**config.mk**
```make
export PLATFORM = sky130hd
export DESIGN_NAME = regfile_wb_scoreboard
export DESIGN_NICKNAME = d
export VERILOG_FILES = /design/src/rtl/regfile_wb_scoreboard.sv
export SDC_FILE = /design/constraint.sdc
export NUM_CORES = 1
export LEC_CHECK = 0
export BUFFER_PORTS_ARGS = -buffer_cell sky130_fd_sc_hd__buf_4
export CAP_MARGIN = 10
export CORE_ASPECT_RATIO = 0.5
export CORE_UTILIZATION = 37
export CTS_CLUSTER_DIAMETER = 120
export CTS_CLUSTER_SIZE = 20
export DETAILED_ROUTE_END_ITERATION = 12
export GPL_ROUTABILITY_DRIVEN = 0
export GPL_TIMING_DRIVEN = 0
export HOLD_SLACK_MARGIN = 0.1
export SETUP_SLACK_MARGIN = 0.2
export SYNTH_ARGS = -nofsm -noshare
export SYNTH_HDL_FRONTEND = slang
export SYNTH_SLANG_ARGS = --single-unit
```
**constraint.sdc**
```tcl
create_clock -name clk -period 3.6 [get_ports clk]
set_input_delay 0.36 -clock clk [delete_from_list [all_inputs] [get_ports clk]]
set_output_delay 0.36 -clock clk [all_outputs]
set_load 0.02 [all_outputs]
```
**src/rtl/regfile_wb_scoreboard.sv**
```systemverilog
`default_nettype none
// ---------------------------------------------------------------------------
// regfile_wb_scoreboard : write-port merge of pipeline/long results + pending
// scoreboard for long-latency destinations.           Rev 1.0
// ---------------------------------------------------------------------------
module regfile_wb_scoreboard #(
  parameter int MAX_OUT      = 4,
  parameter int STARVE_LIMIT = 8
) (
  input  logic        clk,
  input  logic        reset_n,
  // decode-side hazard interface
  input  logic        IssueD,
  input  logic        LongD,
  input  logic        RegWriteD,
  input  logic [4:0]  Rs1D,
  input  logic [4:0]  Rs2D,
  input  logic [4:0]  RdD,
  input  logic        UsesRs1D,
  input  logic        UsesRs2D,
  output logic        StallD,
  // in-order pipeline writeback request
  input  logic        RegWriteWIn,
  input  logic [4:0]  RdWIn,
  input  logic [31:0] ResultWIn,
  // multi-cycle unit result offer
  input  logic        LongValid,
  input  logic [4:0]  LongRd,
  input  logic [31:0] LongResult,
  output logic        LongReady,
  // regfile write port
  output logic        RegWriteW,
  output logic [4:0]  RdW,
  output logic [31:0] ResultW,
  output logic        ForceBubble
);

  localparam int              CW         = $clog2(MAX_OUT + 1);
  localparam logic [CW-1:0]   MAX_CNT    = CW'(MAX_OUT);
  localparam logic [7:0]      WAIT_MAX   = 8'hFF;
  localparam logic [7:0]      STARVE_THR = 8'(STARVE_LIMIT);
  localparam logic [31:0]     X0_MASK    = 32'hFFFF_FFFE;

  logic [31:0]   pending;
  logic          buf_full;
  logic [4:0]    buf_rd;
  logic [31:0]   buf_data;
  logic [CW-1:0] count;
  logic [7:0]    wait_cnt;

  logic          pipe_wb;
  logic          commit;
  logic          issue_long;
  logic          capture;
  logic [31:0]   set_mask;
  logic [31:0]   clr_mask;

  // Hazard check looks only at registered state; a same-cycle commit does not
  // release a stall until the following cycle.
  always_comb begin
    StallD = IssueD && ((UsesRs1D  && pending[Rs1D]) ||
                        (UsesRs2D  && pending[Rs2D]) ||
                        (RegWriteD && pending[RdD])  ||
                        (LongD     && (count == MAX_CNT)));
  end

  assign LongReady   = !buf_full;
  assign capture     = LongValid && !buf_full;
  assign pipe_wb     = RegWriteWIn && (RdWIn != 5'd0);
  assign commit      = buf_full && !pipe_wb;
  assign issue_long  = IssueD && LongD && !StallD;
  assign ForceBubble = (wait_cnt >= STARVE_THR);

  // Pipeline writes to x0 are dead slots, so the buffer may use them.
  always_comb begin
    RegWriteW = RegWriteWIn;
    RdW       = RdWIn;
    ResultW   = ResultWIn;
    if (commit) begin
      RegWriteW = 1'b1;
      RdW       = buf_rd;
      ResultW   = buf_data;
    end
  end

  always_comb begin
    set_mask = '0;
    clr_mask = '0;
    if (issue_long && RegWriteD) set_mask[RdD] = 1'b1;
    if (commit)                  clr_mask[buf_rd] = 1'b1;
  end

  always_ff @(posedge clk or negedge reset_n) begin
    if (!reset_n) begin
      pending <= '0;
    end else begin
      pending <= ((pending & ~clr_mask) | set_mask) & X0_MASK;
    end
  end

  always_ff @(posedge clk or negedge reset_n) begin
    if (!reset_n) begin
      buf_full <= 1'b0;
      buf_rd   <= '0;
      buf_data <= '0;
    end else if (commit) begin
      buf_full <= 1'b0;
    end else if (capture) begin
      buf_full <= 1'b1;
      buf_rd   <= LongRd;
      buf_data <= LongResult;
    end
  end

  always_ff @(posedge clk or negedge reset_n) begin
    if (!reset_n) begin
      count <= '0;
    end else begin
      case ({issue_long, commit})
        2'b10:   count <= count + 1'b1;
        2'b01:   count <= count - 1'b1;
        default: count <= count;
      endcase
    end
  end

  always_ff @(posedge clk or negedge reset_n) begin
    if (!reset_n) begin
      wait_cnt <= '0;
    end else if (commit) begin
      wait_cnt <= '0;
    end else if (buf_full && (wait_cnt != WAIT_MAX)) begin
      wait_cnt <= wait_cnt + 8'd1;
    end
  end

  // A commit without an outstanding op, or an issue past capacity, means the
  // surrounding pipeline broke the handshake.
  always_ff @(posedge clk) begin
    if (reset_n) begin
      assert (!(commit && !issue_long && (count == '0)))
        else $error("regfile_wb_scoreboard: outstanding count underflow");
      assert (!(issue_long && !commit && (count == MAX_CNT)))
        else $error("regfile_wb_scoreboard: outstanding count overflow");
    end
  end

endmodule
`default_nettype wire

```
# Word-level counts from Yosys, hierarchy flattened
# Cells that the tools add are included.
classes:
  add_sub_neg: 3
  mux: 20
  n_eq_ne: 4
  n_lt_le_gt_ge: 7
  bitwise: 4
  n_reduce_logical: 25
ops:
  columns: ["operator", "count"]
  rows:
  - ["32-bit 2-to-1 mux", 3]
  - ["32-bit AND", 1]
  - ["32-bit NOT", 1]
  - ["32-bit OR", 1]
  - ["5-bit by 6-bit < comparator with 1-bit output, second input constant", 4]
  - ["8-bit 2-to-1 mux", 2]
  - ["1-bit binary-select mux with 5-bit select", 3]
  - ["1-bit logical AND", 14]
  - ["1-bit demux with 5-bit select", 2]
  - ["5-bit by 1-bit greater-or-equal comparator with 1-bit output, second input constant", 2]
  - ["8-bit by 1-bit adder with 8-bit output, second input constant", 1]
  - ["8-bit by 4-bit greater-or-equal comparator with 1-bit output, second input constant", 1]
  - ["1-bit 2-to-1 mux", 8]
  - ["8-bit != test, second input constant", 1]
  - ["3-bit one-hot mux with 2 select lines", 1]
  - ["2-bit nonzero test", 3]
  - ["5-bit 2-to-1 mux", 1]
  - ["5-bit nonzero test", 1]
  - ["3-bit by 1-bit adder with 3-bit output, second input constant", 1]
  - ["3-bit equality test, second input constant", 1]
  - ["1-bit logical NOT", 3]
  - ["1-bit logical OR", 3]
  - ["3-bit by 1-bit subtractor with 3-bit output, second input constant", 1]
  - ["2-bit by 1-bit equality test with 1-bit output, second input constant", 1]
  - ["3 further kinds", 3]
word_totals:
  reg_bits: 80
  out_inout_bits: 41
  inputBits: 98
  elab_cells: 69

# Longest topological paths before layout
logic_depth:
  word_depth: 12
  mapped_depth: 13
  ltp_nobuf: 12

# Worst setup path after synthesis
# OpenSTA, ideal clock, no wires.
synth_timing:
  kind: "input-to-reg"
  start: "in RdWIn[3]"
  end: "reg count[2]"
  setup_slack_ns: 0.801
  stages: 12
  path_buffers: 2
  t_required_ns: 3.521
  arrival_ns: 2.720
  setup_time_ns: 0.079
  path_cell_list: "or4_1 > o21ai_0 > nand2_1 > inv_1 > clkbuf_1 > buf_2 > ha_1 > inv_1 > fa_1 > xor2_1 > nor2_1 > xor2_1"
synth_via:
  elab_chain_cells: 6
synth_rtl:
  columns: ["item", "line", "source"]
  rows:
  - ["start, declared", "24", "input logic [4:0] RdWIn,"]
  - ["5-bit nonzero test (*)", "69", "assign pipe_wb = RegWriteWIn && (RdWIn != 5'd0);"]
  - ["1-bit logical AND (*)", "69", null]
  - ["1-bit logical NOT (*)", "70", "assign commit = buf_full && !pipe_wb;"]
  - ["1-bit logical AND (*)", "70", null]
  - ["2-bit by 1-bit equality test with 1-bit output or 2-bit equality test (tied branches)", "119", "case ({issue_long, commit})"]
  - ["3-bit one-hot mux with 2 select lines or 2-bit nonzero test (tied branches)", null, null]
  - ["end signal, assigned", "120", "2'b10: count <= count + 1'b1;"]
  - ["end signal, assigned", "121", "2'b01: count <= count - 1'b1;"]
  - ["end signal, assigned", "122", "default: count <= count;"]
  - ["end, declared", "48", "logic [CW-1:0] count;"]
# Mark *: on every way between the ends. The rest lies on a longest branch, timed or not.
# A chain may end at the register's enable or synchronous reset.

# Worst setup path after layout
# Same ends and word-level chain as after synthesis.

==> metrics.txt <==
Area growth syn-to-layout 30.4%; FF+latch count, synth 80; PostCTS Resize Cnt 0; row count 29; Avg Synthesized Cell Area 9.73 um^2; Reg clk slew, reported paths roughly 0.06 ns; fill count between 1k and 1.5k; Post CTS Setup Buffer Count 0; clock latency at the later pin of the worst-skew pair about 0.34 ns; worst slew pin tran 1.03 ns; headroom to the max-slew limit a little under a third; R2R depth 10; # hold bufs at CTS 0; core area around 0.013 mm^2; CP Capture Point count[2]$_DFFE_PN0P_; CP Launch Type primary input; vias in the first global route about 4.6k; Port Buffers approximately 130; Tmin final roughly 3.1 ns; VDD IR max 0.202 mV; Post-route DRC 0; Vert. Die Dim 84.5 um; pin count of the biggest net entering global routing 81; EDFF count, synth 0; CP Max Fanout 10; Synth cell types 50; RSZ-0062 raised after global routing false; CTS tree yes; DR pass1 iterations 5; width of the chip about 170 um; DRT iter0 DRCs about 220; fraction of layout cells with a size suffix above 1 about two fifths; CP max stage cell or4_1; Avg WL per Cell around 17 um; critical path endpoint category register; R2R Path Start pending[17]$_DFF_PN0_; register area share after synthesis 39.7%; reg-to-reg setup timing slack ~0.75 ns; predominant post-synthesis flop cell dfrtp_1; I/O pin count roughly 140; critical path's largest stage delay 0.50 ns; TritonCTS buffer count 9; status completed; PwrDens between 400 and 500 mW/mm^2; achievable frequency about 330 MHz; critical path class in2reg; most common cell after layout, fill and taps aside nand2_1; routed vias/inst between 5 and 6; static leakage just over 3 nW; Final Total Pwr between 3 and 4 mW; Tot GR Track Use between 20% and 30%; Post-layout nets about 760; Hold Path Class in2async; setup_tns 0 ns; antenna cells 0; Via Count 4,451; fin crit share between 80% and 90%; worst clock skew roughly 0.008 ns; Gate Count Post-Synth approximately 520; first-pass GRT wire length 23,900 um; final std cells w/o fill ~840; yosys warns 0; Critical Path AT 3.32 ns; Final Max Slew Viols 0; initial antenna violation count 0; fin area 0.00658 mm^2; DRT antenna net count 0; global route overflow 0; HPWL Detailed around 11,000 um; Critical R2R Capture count[1]$_DFFE_PN0P_; Max-cap violations 0; Root Driver clkbuf_16; routed wire length 14,400 um; clock sink count 80; Final setup violation count 0; Worst EP required between 3 and 4 ns; CTS H-tree depth 3; Async S/R FF share, synth 100%; Crit. Startpoint RdWIn[3]; mapped cell area 0.00504 mm^2; die area between 0.01 and 0.015 mm^2; DP Cell Count just over 800; cell breakdown of the critical path buf_4 -> or4_1 -> o21ai_0 -> nand2_1 -> inv_1 -> clkbuf_1 -> buf_2 -> ha_1 -> inv_1 -> fa_1 -> xor2_1 -> nor2_1 -> xor2_1; commonest cells after routing, fill and taps aside 154 x nand2_1, 135 x buf_4, 80 x dfrtp_1; Initial Utilization between 30% and 40%; Syn Nets 620; Placed Area 0.00625 mm^2; clk buf depth 2; final hold violation count 0; Final Util 50.6%
metrics by stage:
stage                     setup slack, ns  hold slack [ns]
after detailed placement            0.165            0.460
after CTS                           0.503            0.238
after global placement              0.201            0.456
after floorplan                     0.801           0.0644
after global routing                0.230            0.234
final                               0.549            0.192
state kept, by name, indices dropped and copies added (netlist names):
signal	flops
wait_cnt	8
buf_rd	5
buf_data	32
buf_full	1
pending	31
count	3
critical path: cells and delay by family:
family,cells,cell delay [ns]
buffers and inverters,5,1.04
and+or+nand+nor,3,0.75
xor gates and xnor gates,2,0.31
AOI/OAI and AO/OA,1,0.23
adders and majority gates,2,0.60
how the worst min path moves through the flow:
stage                                           to                  from  cells after the start
after floorplan            buf_data[0]$_DFFE_PN0P_               reset_n                      0
after global placement        count[2]$_DFFE_PN0P_  count[2]$_DFFE_PN0P_                      1
after detailed placement      count[2]$_DFFE_PN0P_  count[2]$_DFFE_PN0P_                      1
after CTS                 buf_data[10]$_DFFE_PN0P_               reset_n                      1
after global routing      buf_data[14]$_DFFE_PN0P_        LongResult[14]                      2
final                     buf_data[10]$_DFFE_PN0P_               reset_n                      1
Yosys cell counts (7+ instances only):
library cell / instances / share of area (%)
nand2_1: 154 / 11
dfrtp_1: 80 / 40
mux2_2: 41 / 9.2
o21ai_0: 35 / 3.5
o31ai_2: 30 / 7.4
nor2_1: 21 / 1.6
mux4_2: 17 / 7.6
clkbuf_1: 16 / 1.2
mux2i_1: 13 / 2.6
nand3b_1: 9 / 1.3
inv_1: 8 / 0.60
nand3_1: 8 / 0.79
buf_2: 7 / 0.69
layer usage:
| layer | up-vias | wire, um | track usage, % |
|---|---|---|---|
| li1 | 2104 | - | - |
| met1 | 2175 | 6730 | 29.6 |
| met2 | 162 | 6550 | 34.8 |
| met3 | 10 | 1010 | 5.61 |
| met4 | 0 | 155 | 5.39 |
| met5 | - | 0 | 0 |
final cells by class:
| type | instances | area (um^2) | share of cell area [%] |
|---|---|---|---|
| inverter | 8 | 30.0 | 0.457 |
| buffer | 35 | 181 | 2.76 |
| multi-input combinational | 395 | 2830 | 43.0 |
| timing repair buffer | 132 | 991 | 15.1 |
| clock buffer | 10 | 239 | 3.63 |
| clock inverter | 6 | 92.6 | 1.41 |
| sequential | 80 | 2000 | 30.4 |
| tap | 170 | 213 | 3.23 |
cell families after synthesis:
kind of cell,share of synthesized area [%]
buf+inv,4.19
fa+ha+maj,1.14
mux,20.1
compound gates,14.0
simple gates,19.7
xor+xnor,1.22
flops,39.7
where the power goes:
part	total (mW)	switching, mW	internal [mW]
clock network	1.01	0.382	0.629
registers	1.22	0.140	1.08
logic	0.983	0.521	0.463
Power figures use the tool's default switching activity.
